`src/rtl/vending_machine_n.sv`:
```
// Parametrised vending controller: serial price/stock load phase, then a sell phase with
// registered dispense/change/credit responses, overflow coin rejection and in-field restock.
module vending_machine_n #(
    parameter int unsigned N_ITEMS = 4,
    parameter int unsigned PW      = 8,
    parameter int unsigned CW      = 4,
    parameter int unsigned SW      = $clog2(N_ITEMS + 1)
) (
    input  logic               clk,
    input  logic               rst,
    input  logic               load_valid,
    input  logic [PW-1:0]      load_data,
    input  logic [PW-1:0]      coin_in,
    input  logic [SW-1:0]      sel,
    input  logic               refund,
    input  logic               restock,
    output logic               ready,
    output logic               dispense_valid,
    output logic [SW-1:0]      dispense_id,
    output logic [PW:0]        change_out,
    output logic [PW-1:0]      credit,
    output logic [N_ITEMS-1:0] sold_out,
    output logic               empty,
    output logic               sel_err
);

    localparam int unsigned KW = $clog2(2 * N_ITEMS);

    typedef enum logic [0:0] {StLoad, StSell} state_e;

    state_e              state_q, state_d;
    logic [KW-1:0]       load_idx_q, load_idx_d;
    logic [PW-1:0]       price_q [N_ITEMS];
    logic [PW-1:0]       price_d [N_ITEMS];
    logic [CW-1:0]       stock_q [N_ITEMS];
    logic [CW-1:0]       stock_d [N_ITEMS];
    logic [PW-1:0]       credit_q, credit_d;
    logic                dispense_valid_q, dispense_valid_d;
    logic [SW-1:0]       dispense_id_q, dispense_id_d;
    logic [PW:0]         change_q, change_d;
    logic                sel_err_q, sel_err_d;

    logic [PW:0]         eff;
    logic                sel_hit;
    logic [PW-1:0]       sel_price;
    logic [CW-1:0]       sel_stock;

    always_comb begin
        for (int i = 0; i < N_ITEMS; i++) begin
            sold_out[i] = (stock_q[i] == '0);
        end
    end

    assign empty          = (state_q == StSell) && (&sold_out);
    assign ready          = (state_q == StSell);
    assign credit         = credit_q;
    assign dispense_valid = dispense_valid_q;
    assign dispense_id    = dispense_id_q;
    assign change_out     = change_q;
    assign sel_err        = sel_err_q;

    // One extra bit so credit overflow shows up as eff[PW].
    assign eff = {1'b0, credit_q} + {1'b0, coin_in};

    always_comb begin
        sel_hit   = 1'b0;
        sel_price = '0;
        sel_stock = '0;
        for (int i = 0; i < N_ITEMS; i++) begin
            if (sel == SW'(i + 1)) begin
                sel_hit   = 1'b1;
                sel_price = price_q[i];
                sel_stock = stock_q[i];
            end
        end
    end

    always_comb begin
        state_d          = state_q;
        load_idx_d       = load_idx_q;
        price_d          = price_q;
        stock_d          = stock_q;
        credit_d         = credit_q;
        dispense_valid_d = 1'b0;
        dispense_id_d    = '0;
        change_d         = '0;
        sel_err_d        = 1'b0;

        unique case (state_q)
            StLoad: begin
                if (load_valid) begin
                    for (int i = 0; i < N_ITEMS; i++) begin
                        if (load_idx_q == KW'(2 * i)) price_d[i] = load_data;
                        if (load_idx_q == KW'(2 * i + 1)) stock_d[i] = load_data[CW-1:0];
                    end
                    if (load_idx_q == KW'(2 * N_ITEMS - 1)) begin
                        state_d    = StSell;
                        load_idx_d = '0;
                    end else begin
                        load_idx_d = load_idx_q + 1'b1;
                    end
                end
            end
            StSell: begin
                if (refund || empty) begin
                    change_d = eff;
                    credit_d = '0;
                end else if (sel_hit && (sel_stock != '0) && (eff >= {1'b0, sel_price})) begin
                    dispense_valid_d = 1'b1;
                    dispense_id_d    = sel;
                    change_d         = eff - {1'b0, sel_price};
                    credit_d         = '0;
                    for (int i = 0; i < N_ITEMS; i++) begin
                        if (sel == SW'(i + 1)) stock_d[i] = stock_q[i] - 1'b1;
                    end
                end else begin
                    sel_err_d = (sel > SW'(N_ITEMS));
                    if (!eff[PW]) begin
                        credit_d = eff[PW-1:0];
                    end else begin
                        change_d = {1'b0, coin_in};
                    end
                end
                // Restock only from a fully idle machine, so no money is in flight.
                if (restock && (credit_q == '0) && (coin_in == '0) && (sel == '0) && !refund) begin
                    state_d    = StLoad;
                    load_idx_d = '0;
                end
            end
            default: ;
        endcase
    end

    always_ff @(posedge clk or negedge rst) begin
        if (!rst) begin
            state_q          <= StLoad;
            load_idx_q       <= '0;
            price_q          <= '{default: '0};
            stock_q          <= '{default: '0};
            credit_q         <= '0;
            dispense_valid_q <= 1'b0;
            dispense_id_q    <= '0;
            change_q         <= '0;
            sel_err_q        <= 1'b0;
        end else begin
            state_q          <= state_d;
            load_idx_q       <= load_idx_d;
            price_q          <= price_d;
            stock_q          <= stock_d;
            credit_q         <= credit_d;
            dispense_valid_q <= dispense_valid_d;
            dispense_id_q    <= dispense_id_d;
            change_q         <= change_d;
            sel_err_q        <= sel_err_d;
        end
    end

endmodule

```
`config.mk`:
```
export PLATFORM = sky130hd
export DESIGN_NAME = vending_machine_n
export DESIGN_NICKNAME = d
export VERILOG_FILES = /design/src/rtl/vending_machine_n.sv
export SDC_FILE = /design/constraint.sdc
export NUM_CORES = 1
export LEC_CHECK = 0
export ABC_CLOCK_PERIOD_IN_PS = 4300
export BUFFER_PORTS_ARGS = -buffer_cell sky130_fd_sc_hd__clkbuf_2
export CAP_MARGIN = 5
export CORE_MARGIN = 2
export CORE_UTILIZATION = 59
export CTS_BUF_LIST = sky130_fd_sc_hd__clkbuf_16
export DETAILED_ROUTE_END_ITERATION = 10
export GPL_TIMING_DRIVEN = 0
export PLACE_DENSITY = 0.84
export SLEW_MARGIN = 20
export SYNTH_ARGS = -nofsm -noshare
export SYNTH_HDL_FRONTEND = slang
export SYNTH_SLANG_ARGS = --single-unit
```
`constraint.sdc`:
```
create_clock -name clk -period 4.3 [get_ports clk]
set_input_delay 0.215 -clock clk [delete_from_list [all_inputs] [get_ports clk]]
set_output_delay 0.215 -clock clk [all_outputs]
set_load 0.005 [all_outputs]
```
# After elaboration in Yosys (flattened, before gate mapping)
# Cells that the tools add are included.
# word_totals
ff_bits	74
in_bits	24
latchBits	0
memories	0
mem_bits_ro	0
word_cells	126
ramBits	0
output_inout_bits	28
# classes
add_sub_neg	7
order_cmp	2
mux	48
reduce_logical	29
shift	0
n_eq_ne	24
mul	0
div	0
n_bitwise	1
# ops
cell	n
8-bit 2-to-1 mux	8
16-bit 2-to-1 mux	3
4-bit 2-to-1 mux	12
16-bit one-hot mux with 2 select lines	1
9-bit 2-to-1 mux	3
5-bit AND reduction	4
3-bit 2-to-1 mux	6
4-bit zero test	4
8-bit zero test	2
4-bit by 1-bit subtractor with 4-bit output, second input constant	4
3-bit equality test, second input constant	5
1-bit 2-to-1 mux	13
3-bit by 2-bit equality test with 1-bit output, second input constant	4
2-bit by 1-bit inequality test with 1-bit output, second input constant	6
2-bit inequality test, second input constant	6
3-bit AND reduction	4
8-bit by 8-bit adder with 9-bit output	1
9-bit by 8-bit >= comparator with 1-bit output	1
9-bit by 8-bit subtractor with 9-bit output	1
1-bit logical AND	7
3-bit by 1-bit equality test with 1-bit output, second input constant	2
3-bit zero test	2
3-bit one-hot mux with 2 select lines	1
2-bit AND reduction	2
other kinds (9)	9

# Logic depth before layout (Yosys ltp)
# Gate-level depths: netlist (run 1).
# depth
depth_word	11
ltp_mapped	15
mapped_depth_nobuf	14

# Worst setup path after synthesis (run 1)
# OpenSTA, ideal clock, no wires.
# synth_path
path_type	register to register
start	reg credit_q[0], in the netlist credit[0]
end	reg stock_q[10] in the netlist's numbering
path_stages_with_launch	15
period_less_slack_ns	3.712
path_buffers	1
setup_time_ns	0.147
arrival_ns	3.566
required_time_ns	4.153
path_slack_ns	0.588
path_cell_list	dfrtp_1 -> ha_1 -> fa_1 -> a211oi_1 -> o21bai_1 -> a21oi_1 -> xor2_1 -> inv_1 -> ha_1 -> a2111oi_0 -> a211oi_1 -> o21a_4 -> buf_6 -> a41oi_1 -> o22ai_1
# synth_between
elab_chain_cells	5
# synth_lines
element	line_no	rtl
start, declared	37	logic [PW-1:0] credit_q, credit_d;
start signal, assigned	150	credit_q <= credit_d;
8-bit by 8-bit adder with 9-bit output	63	assign eff = {1'b0, credit_q} + {1'b0, coin_in};
9-bit by 8-bit >= comparator with 1-bit output	108	end else if (sel_hit && (sel_stock != '0) && (eff >= {1'b0, sel_price})) begin
1-bit logical AND	108	
2-bit by 1-bit inequality test with 1-bit output (no line)	-	
5-bit AND reduction (no line)	-	
end signal, assigned	149	stock_q <= stock_d;
end, declared	35	logic [CW-1:0] stock_q [N_ITEMS];
# Every way passes these cells.
# A chain may end at the register's enable or synchronous reset.

# Worst setup path after layout (run 1)
# layout_path
start	reg credit_q[0], in the netlist credit[0]
end	reg stock_q[14] in the netlist's numbering
# The elaborated chain is that of the path after synthesis.

==> results of run 1 <==
==> final timing paths <==
kind / from / to / slack (ps) / cells after the start
setup / recovery: credit[0] / stock_q[14] / 330 / 13
hold / removal: load_valid / load_idx_q[0] / 150 / 3
setup reg to reg: credit[0] / stock_q[14] / 330 / 13
hold reg to reg: price_q[7] / price_q[7] / 510 / 1
max in group asynchronous: rst / stock_q[1] / 3380 / 3
min in group asynchronous: rst / credit[0] / 350 / 2
==> what timing repair did <==
item	4_1_cts	5_1_grt
gates resized for setup	0	5
hold buffers	1	0
setup buffers	0	4
endpoints found under the hold margin	23	0
endpoints found under the setup margin	0	34
==> registers in the layout, indices dropped and copies added (netlist names) <==
name            flops
change_out          9
load_idx_q          3
price_q            32
sel_err             1
credit              8
ready               1
stock_q            16
dispense_valid      1
dispense_id         3
==> cell usage after synthesis, drive strengths merged (5+ instances only) <==
cell type  instances  area, um^2
a21oi             24         120
clkbuf            12        66.3
dfrtp             74        1850
nand2             35         131
a221oi             5        43.8
or3                5        32.5
nor3               6        35.0
buf                5        50.0
and3               5        31.3
nor2b              8        50.1
mux2i             12         120
o22a               7        61.3
nand3             12        60.1
a211oi             8        60.1
inv               34         128
nor2              19        73.8
o21ai             14        81.3
mux2              32         360
o31ai             10        88.8
o22ai              7        57.6
a22oi              9        67.6
ha                26         325
nor3b              8        60.1
nor4               9        56.3
o21a               5        45.0
xnor2              5        43.8
==> cell families after synthesis <==
logic type | Yosys count | synth area share, %
compound gates | 129 | 20.9
xor+xnor | 9 | 1.70
fa+ha+maj | 28 | 7.89
buf+inv | 51 | 5.27
flops | 74 | 40.0
mux | 44 | 10.4
simple gates | 122 | 13.9
==> layout by cell type, fill, tap and decap left out, types with 3 or more instances in the layout <==
master,instances
o311ai_0,3
nand3_1,12
nor2_1,18
a211oi_1,6
clkbuf_2,51
a22oi_1,9
a221oi_1,5
xnor2_1,5
or4_1,4
o21ai_0,11
buf_4,5
o211ai_1,4
a21oi_1,24
mux2_2,32
nor3_1,5
o22ai_1,6
a31oi_1,3
o221ai_1,4
mux2i_1,12
a32oi_1,3
nor4_1,9
dfrtp_1,74
inv_1,34
o22a_1,7
o21a_1,4
nor3b_1,8
nand2_1,34
and3_1,5
nor2b_1,8
or3_1,4
clkbuf_1,9
a21o_1,3
a41oi_1,3
xor2_1,4
ha_1,26
clkbuf_16,9
o31ai_1,9
==> final cells by class <==
cell class,count,area (um^2),area share (%)
buffer,17,116,2.15
tap,102,128,2.36
inverter,34,128,2.36
clock buffer,9,225,4.16
sequential,74,1850,34.2
clock inverter,7,92.6,1.71
multi-input combinational,332,2550,47.1
timing repair buffer,57,325,6.00
==> power groups by stage <==
stage / clock, mW / combinational (mW) / sequential (mW)
floorplan: 0 / 1.04 / 0.874
global placement: 0 / 1.37 / 0.872
detailed placement: 0 / 1.42 / 0.878
CTS: 0.810 / 1.44 / 0.865
global route: 0.846 / 1.71 / 0.878
finish: 0.813 / 1.55 / 0.866
==> per-layer routing <==
| metal | share of wire, % | vias up |
|---|---|---|
| met2 | 48 | 199 |
| met3 | 7.3 | 29 |
| met5 | 0 | - |
| li1 | - | 1863 |
| met4 | 2.2 | 0 |
| met1 | 43 | 1980 |
==> metrics by stage <==
| step | utilization [%] | worst slack, ps | area (um^2) |
|---|---|---|---|
| floorplan | - | 588 | 4630 |
| global placement | 65.5 | 179 | 5010 |
| detailed placement | 65.9 | 104 | 5040 |
| CTS | 70.2 | 41.5 | 5370 |
| global route | 70.9 | 79.7 | 5420 |
| finish | 70.9 | 327 | 5420 |
==> worst register-to-register path: cells and delay by family, from the launching register on <==
kind,cells,cell delay (ps)
flip-flops,1,410
XOR/XNOR,1,220
AO/OA/AOI/OAI,6,1530
adder cells (fa/ha/maj),3,1080
buffers and inverters,1,90
AND/OR/NAND/NOR,2,500
==> impl_metrics.json, run 1 <==
{
  "drt_iter0_drc": 275,
  "detail_route.vias_per_cell": 6.44,
  "insertion_delay_ps": 340,
  "async_flop_share_pct": 100,
  "gr-usage-all-layers_pct": 30.1,
  "vdd_drop_max_mv": 0.270,
  "coreArea_um2": 7650,
  "drc": 0,
  "met1_usage_pct": 40.6,
  "arrival_ps": 4190,
  "post_synth.cell_area_avg_um2": 10.1,
  "yosys_warnings": 0,
  "htreeDepth": 3,
  "crit_slowest_cell": "fa_1",
  "relSlewSlack_pct": 53.6,
  "place_inst": 611,
  "slew_viol_final": 0,
  "num_rows": 32,
  "synth_cell_types": 72,
  "cts_tree": "built",
  "status": "finished clean",
  "crit_family": "compound AO/OA/AOI/OAI gates",
  "rsz0062_at_grt": "false",
  "grt_pass1_vias": 4032,
  "io_pins": 52,
  "finalCriticalPeriod_ps": 3970,
  "final_cells": 632,
  "final.hold.worst_slack_ps": 149,
  "syn_area_um2": 4630,
  "end_kind": "register",
  "via_count": 4071,
  "seq_power_share_pct": 26.8,
  "finalPower_mw": 3.23,
  "die_w_um": 92.6,
  "wire_per_inst_um": 19.2,
  "startpoint_type": "register",
  "synth-seq-cells": 74,
  "ant_nets": 0,
  "cts.root.buffer_cell": "clkbuf_16",
  "gp_congestion": 0.982,
  "drive_gt1_share_pct": 24.2,
  "p_switching_mw": 1.29,
  "busiest_layer": "met2",
  "cpPeakStageDelay_ps": 470,
  "combPwrFrac_pct": 47.9,
  "synth_flop_cell": "dfrtp_1",
  "firstDrtPassIters": 6,
  "syn_inst": 457,
  "finalCritPeriodShare_pct": 92.4,
  "p_int_mw": 1.94,
  "ys_seq_area_share_pct": 40.0,
  "p_sw_share_pct": 39.9,
  "finClkSkew_ps": 9.51,
  "clock_power_share_pct": 25.2,
  "final_hold_viol_count": 0,
  "dieHeight_um": 92.6,
  "clockBufferDepth": 2,
  "antenna_found_initial": 0,
  "cp_num_buf_inv": 1,
  "synth_nets": 509,
  "postRouteWirelength_um": 12100,
  "hp-class": "input pin to register",
  "grt_max_degree": 52,
  "leakagePower_nw": 2.56,
  "path_class": "register to register",
  "p_per_area_nw_per_um2": 595,
  "path_clk_slew_ps": 70,
  "cap_violations": 0,
  "areaGrowthSynthToFinish_pct": 17.1,
  "n_fill_cell": 581,
  "final_nets": 577,
  "synth-edff-count": 0,
  "hpwl_um": 8750,
  "met2_usage_pct": 48.0,
  "globalRouteMet3Util_pct": 5.45,
  "critPathMaxFanout": 9,
  "fmax_ghz": 0.252,
  "grt_first_pass_wirelength_um": 20000,
  "cts_inserted_buffers": 9,
  "port_buffers": 51,
  "tightestPinTransition_ps": 690,
  "antennaDiodeCount": 0,
  "clock_sinks": 74,
  "die_area_um2": 8570,
  "report.final.setup_viol": 0,
  "cp_data_required_time_ps": 4510,
  "finalSetupTns_ps": 0,
  "crit_chain": "ha_1 > fa_1 > a211oi_2 > o21bai_1 > a21oi_1 > xor2_1 > inv_1 > ha_1 > a2111oi_2 > a211oi_2 > o21ai_4 > nor3b_1 > or3_1",
  "initial_core_util_pct": 60.5,
  "overflow": 0
}
No activity file was read; power rests on OpenSTA's default activity.
==> run 2: changes to the inputs <==
--- a/config.mk
+++ b/config.mk
@@ -5,15 +5,16 @@
 export SDC_FILE = /design/constraint.sdc
 export NUM_CORES = 1
 export LEC_CHECK = 0
+export ABC_AREA = 1
 export ABC_CLOCK_PERIOD_IN_PS = 4300
 export BUFFER_PORTS_ARGS = -buffer_cell sky130_fd_sc_hd__clkbuf_2
 export CAP_MARGIN = 5
 export CORE_MARGIN = 2
-export CORE_UTILIZATION = 59
+export CORE_UTILIZATION = 40
 export CTS_BUF_LIST = sky130_fd_sc_hd__clkbuf_16
 export DETAILED_ROUTE_END_ITERATION = 10
 export GPL_TIMING_DRIVEN = 0
-export PLACE_DENSITY = 0.84
+export PLACE_DENSITY = 0.62
 export SLEW_MARGIN = 20
 export SYNTH_ARGS = -nofsm -noshare
 export SYNTH_HDL_FRONTEND = slang
==> impl_metrics.json, run 2 <==
{
  "insertion_delay_ps": 340,
  "tightestPinTransition_ps": 716,
  "htreeDepth": 3,
  "cts_tree": "built",
  "yosys_warnings": 0,
  "cts_inserted_buffers": 9,
  "coreArea_um2": 11300,
  "synth_cell_types": 33,
  "synth_common_cells": "167 x nand2_1, 74 x dfrtp_1, 67 x inv_1",
  "final_common_cell": "nand2_1",
  "finalSetupTns_ps": 0,
  "utilization_pct": 47.4,
  "grt_pass1_vias": 4258,
  "io_pins": 52,
  "p_switching_mw": 1.81,
  "num_rows": 39,
  "end_kind": "register",
  "seq_power_share_pct": 29.6,
  "post_synth.cell_area_avg_um2": 7.79,
  "final_nets": 708,
  "cts.root.buffer_cell": "clkbuf_16",
  "cp_data_required_time_ps": 4570,
  "drt_iter0_drc": 259,
  "firstDrtPassIters": 5,
  "leakagePower_nw": 2.82,
  "final_hold_viol_count": 0,
  "die_w_um": 111,
  "via_count": 4159,
  "n_fill_cell": 1120,
  "path_clk_slew_ps": 60,
  "arrival_ps": 3660,
  "syn_area_um2": 4610,
  "largest_reg_flops": 32,
  "slew_viol_final": 0,
  "overflow": 0,
  "setup_ws_ps": 913,
  "postRouteWirelength_um": 12300,
  "port_buffers": 51,
  "antenna_found_initial": 0,
  "finClkSkew_ps": 9.00,
  "wl_met2_um": 5730,
  "critPathMaxFanout": 9,
  "post-synth-top-area-cell": "dfrtp_1",
  "async_flop_share_pct": 100,
  "syn_inst": 592,
  "synth_nets": 644,
  "dpl_cell_area_um2": 5070,
  "postLayoutCellArea_um2": 5370,
  "pre_cts_ws_ps": 958,
  "initial_core_util_pct": 40.7,
  "synth_top_area_share_pct": 40.1,
  "mostFrequentLayoutCells": "167 x nand2_1, 74 x dfrtp_1, 67 x inv_1",
  "grt_max_degree": 42,
  "hp-class": "input pin to register",
  "grt_first_pass_wirelength_um": 20800,
  "ys_seq_area_share_pct": 40.1,
  "ant_nets": 0,
  "hpwl_um": 9180,
  "antennaDiodeCount": 0,
  "finalCritPeriodShare_pct": 78.8,
  "status": "finished clean",
  "gr-usage-all-layers_pct": 20.8,
  "wire_per_inst_um": 15.3,
  "p_sw_share_pct": 45.0,
  "drc": 0,
  "ctsResizeCount": 0,
  "clock_sinks": 74,
  "path_class": "register to register",
  "drive_gt1_share_pct": 16.2,
  "combPwrFrac_pct": 52.0,
  "wl_met3_um": 600,
  "finalCriticalPeriod_ps": 3390,
  "top_register": "price_q",
  "dieHeight_um": 111,
  "clock_power_share_pct": 18.4,
  "clockBufferDepth": 2,
  "die_area_um2": 12400,
  "final.hold.worst_slack_ps": 166,
  "synth_flop_cell": "dfrtp_1",
  "routed.top_layer": "met4",
  "areaGrowthSynthToFinish_pct": 16.3,
  "cts_setup_buffers": 0,
  "cap_violations": 0,
  "startpoint_type": "register",
  "vdd_drop_max_mv": 0.296,
  "p_per_area_nw_per_um2": 749,
  "drt-met1-wl_um": 5760,
  "rsz0062_at_grt": "false",
  "gp_congestion": 0.959,
  "fmax_ghz": 0.295,
  "detail_route.vias_per_cell": 5.17,
  "relSlewSlack_pct": 52.1,
  "synth-seq-cells": 74,
  "synth-edff-count": 0,
  "synth.most_common_cell": "nand2_1",
  "report.final.setup_viol": 0,
  "synthTopCellsByArea": "dfrtp_1 40%, nand2_1 14%, ha_1 7.1%",
  "p_int_mw": 2.21
}
-- run 2: changes by cell type after synthesis, moves of 12 or more --
cell     before  now
nand2_1      35  167
nand3_1      12   38
mux2i_1      12    0
o21ai_0      11   57
mux2_2       32    0
nor2_1       18   45
inv_1        34   67
-- run 2: cells by family after synthesis --
| family | synth area share [%] |
|---|---|
| flip-flops | 40.1 |
| adder cells (fa/ha/maj) | 7.92 |
| XOR/XNOR | 2.47 |
| buffers and inverters | 7.21 |
| AO/OA/AOI/OAI | 13.6 |
| AND/OR/NAND/NOR | 28.6 |
-- run 2: final cells by class --
class | count | area (um^2) | area share, %
multi-input cells | 435 | 2430 | 45.3
flip-flops and latches | 74 | 1850 | 34.5
clock inverters | 7 | 60.1 | 1.12
repair buffers | 53 | 288 | 5.36
inverters | 72 | 270 | 5.04
clock buffers | 9 | 225 | 4.20
well taps | 143 | 179 | 3.33
plain buffers | 11 | 62.6 | 1.17
-- run 2: per-layer routing --
| metal | GRT usage [%] | up-vias |
|---|---|---|
| met5 | 0 | - |
| met4 | 7.98 | 0 |
| met3 | 3.70 | 21 |
| met2 | 33.2 | 122 |
| met1 | 28.4 | 1934 |
| li1 | - | 2082 |
-- run 2: worst max-delay path, stage by stage (launching register included) --
cell	delay [ps]
dfrtp_1	410
ha_1	230
fa_1	420
nand3_1	100
nand2_1	110
a31oi_1	200
xnor2_1	230
ha_1	340
nand2_1	100
inv_1	50
a21oi_1	160
nand2_1	90
nand2_1	100
nand2_2	130
nand2_4	130
nand2_2	110
inv_2	180
nand2_1	100
o21ai_2	110
-- run 2: repair_timing --
| action | CTS | global route |
|---|---|---|
| hold buffers | 1 | 0 |
| hold endpoints to repair | 33 | 0 |
| setup endpoints to repair | 0 | 0 |
-- run 2: worst paths after layout --
path                              startpoint           to  cells past startpoint  slack [ps]
worst max-delay path               credit[0]    credit[3]                     18         910
worst min-delay path            load_data[5]  price_q[13]                      3         170
worst max register to register     credit[0]    credit[3]                     18         910
worst min register to register    stock_q[5]   stock_q[5]                      2         470
max in group asynchronous                rst   price_q[1]                      3        3310
min in group asynchronous                rst    credit[6]                      2         390
-- run 2: per-stage QoR --
step,power (mW),cells
floorplan,2.69,592
global placement,3.19,786
detailed placement,3.26,787
CTS,4.02,804
global route,4.39,804
finish,4.02,804
-- run 2: power groups by stage --
| stage | registers, mW | clock network [mW] | logic, mW |
|---|---|---|---|
| after floorplan | 1.17 | 0 | 1.53 |
| after CTS | 1.19 | 0.754 | 2.08 |
| final | 1.19 | 0.740 | 2.09 |
| after global routing | 1.23 | 0.781 | 2.38 |
| after detailed placement | 1.20 | 0 | 2.06 |
| after global placement | 1.19 | 0 | 2.00 |
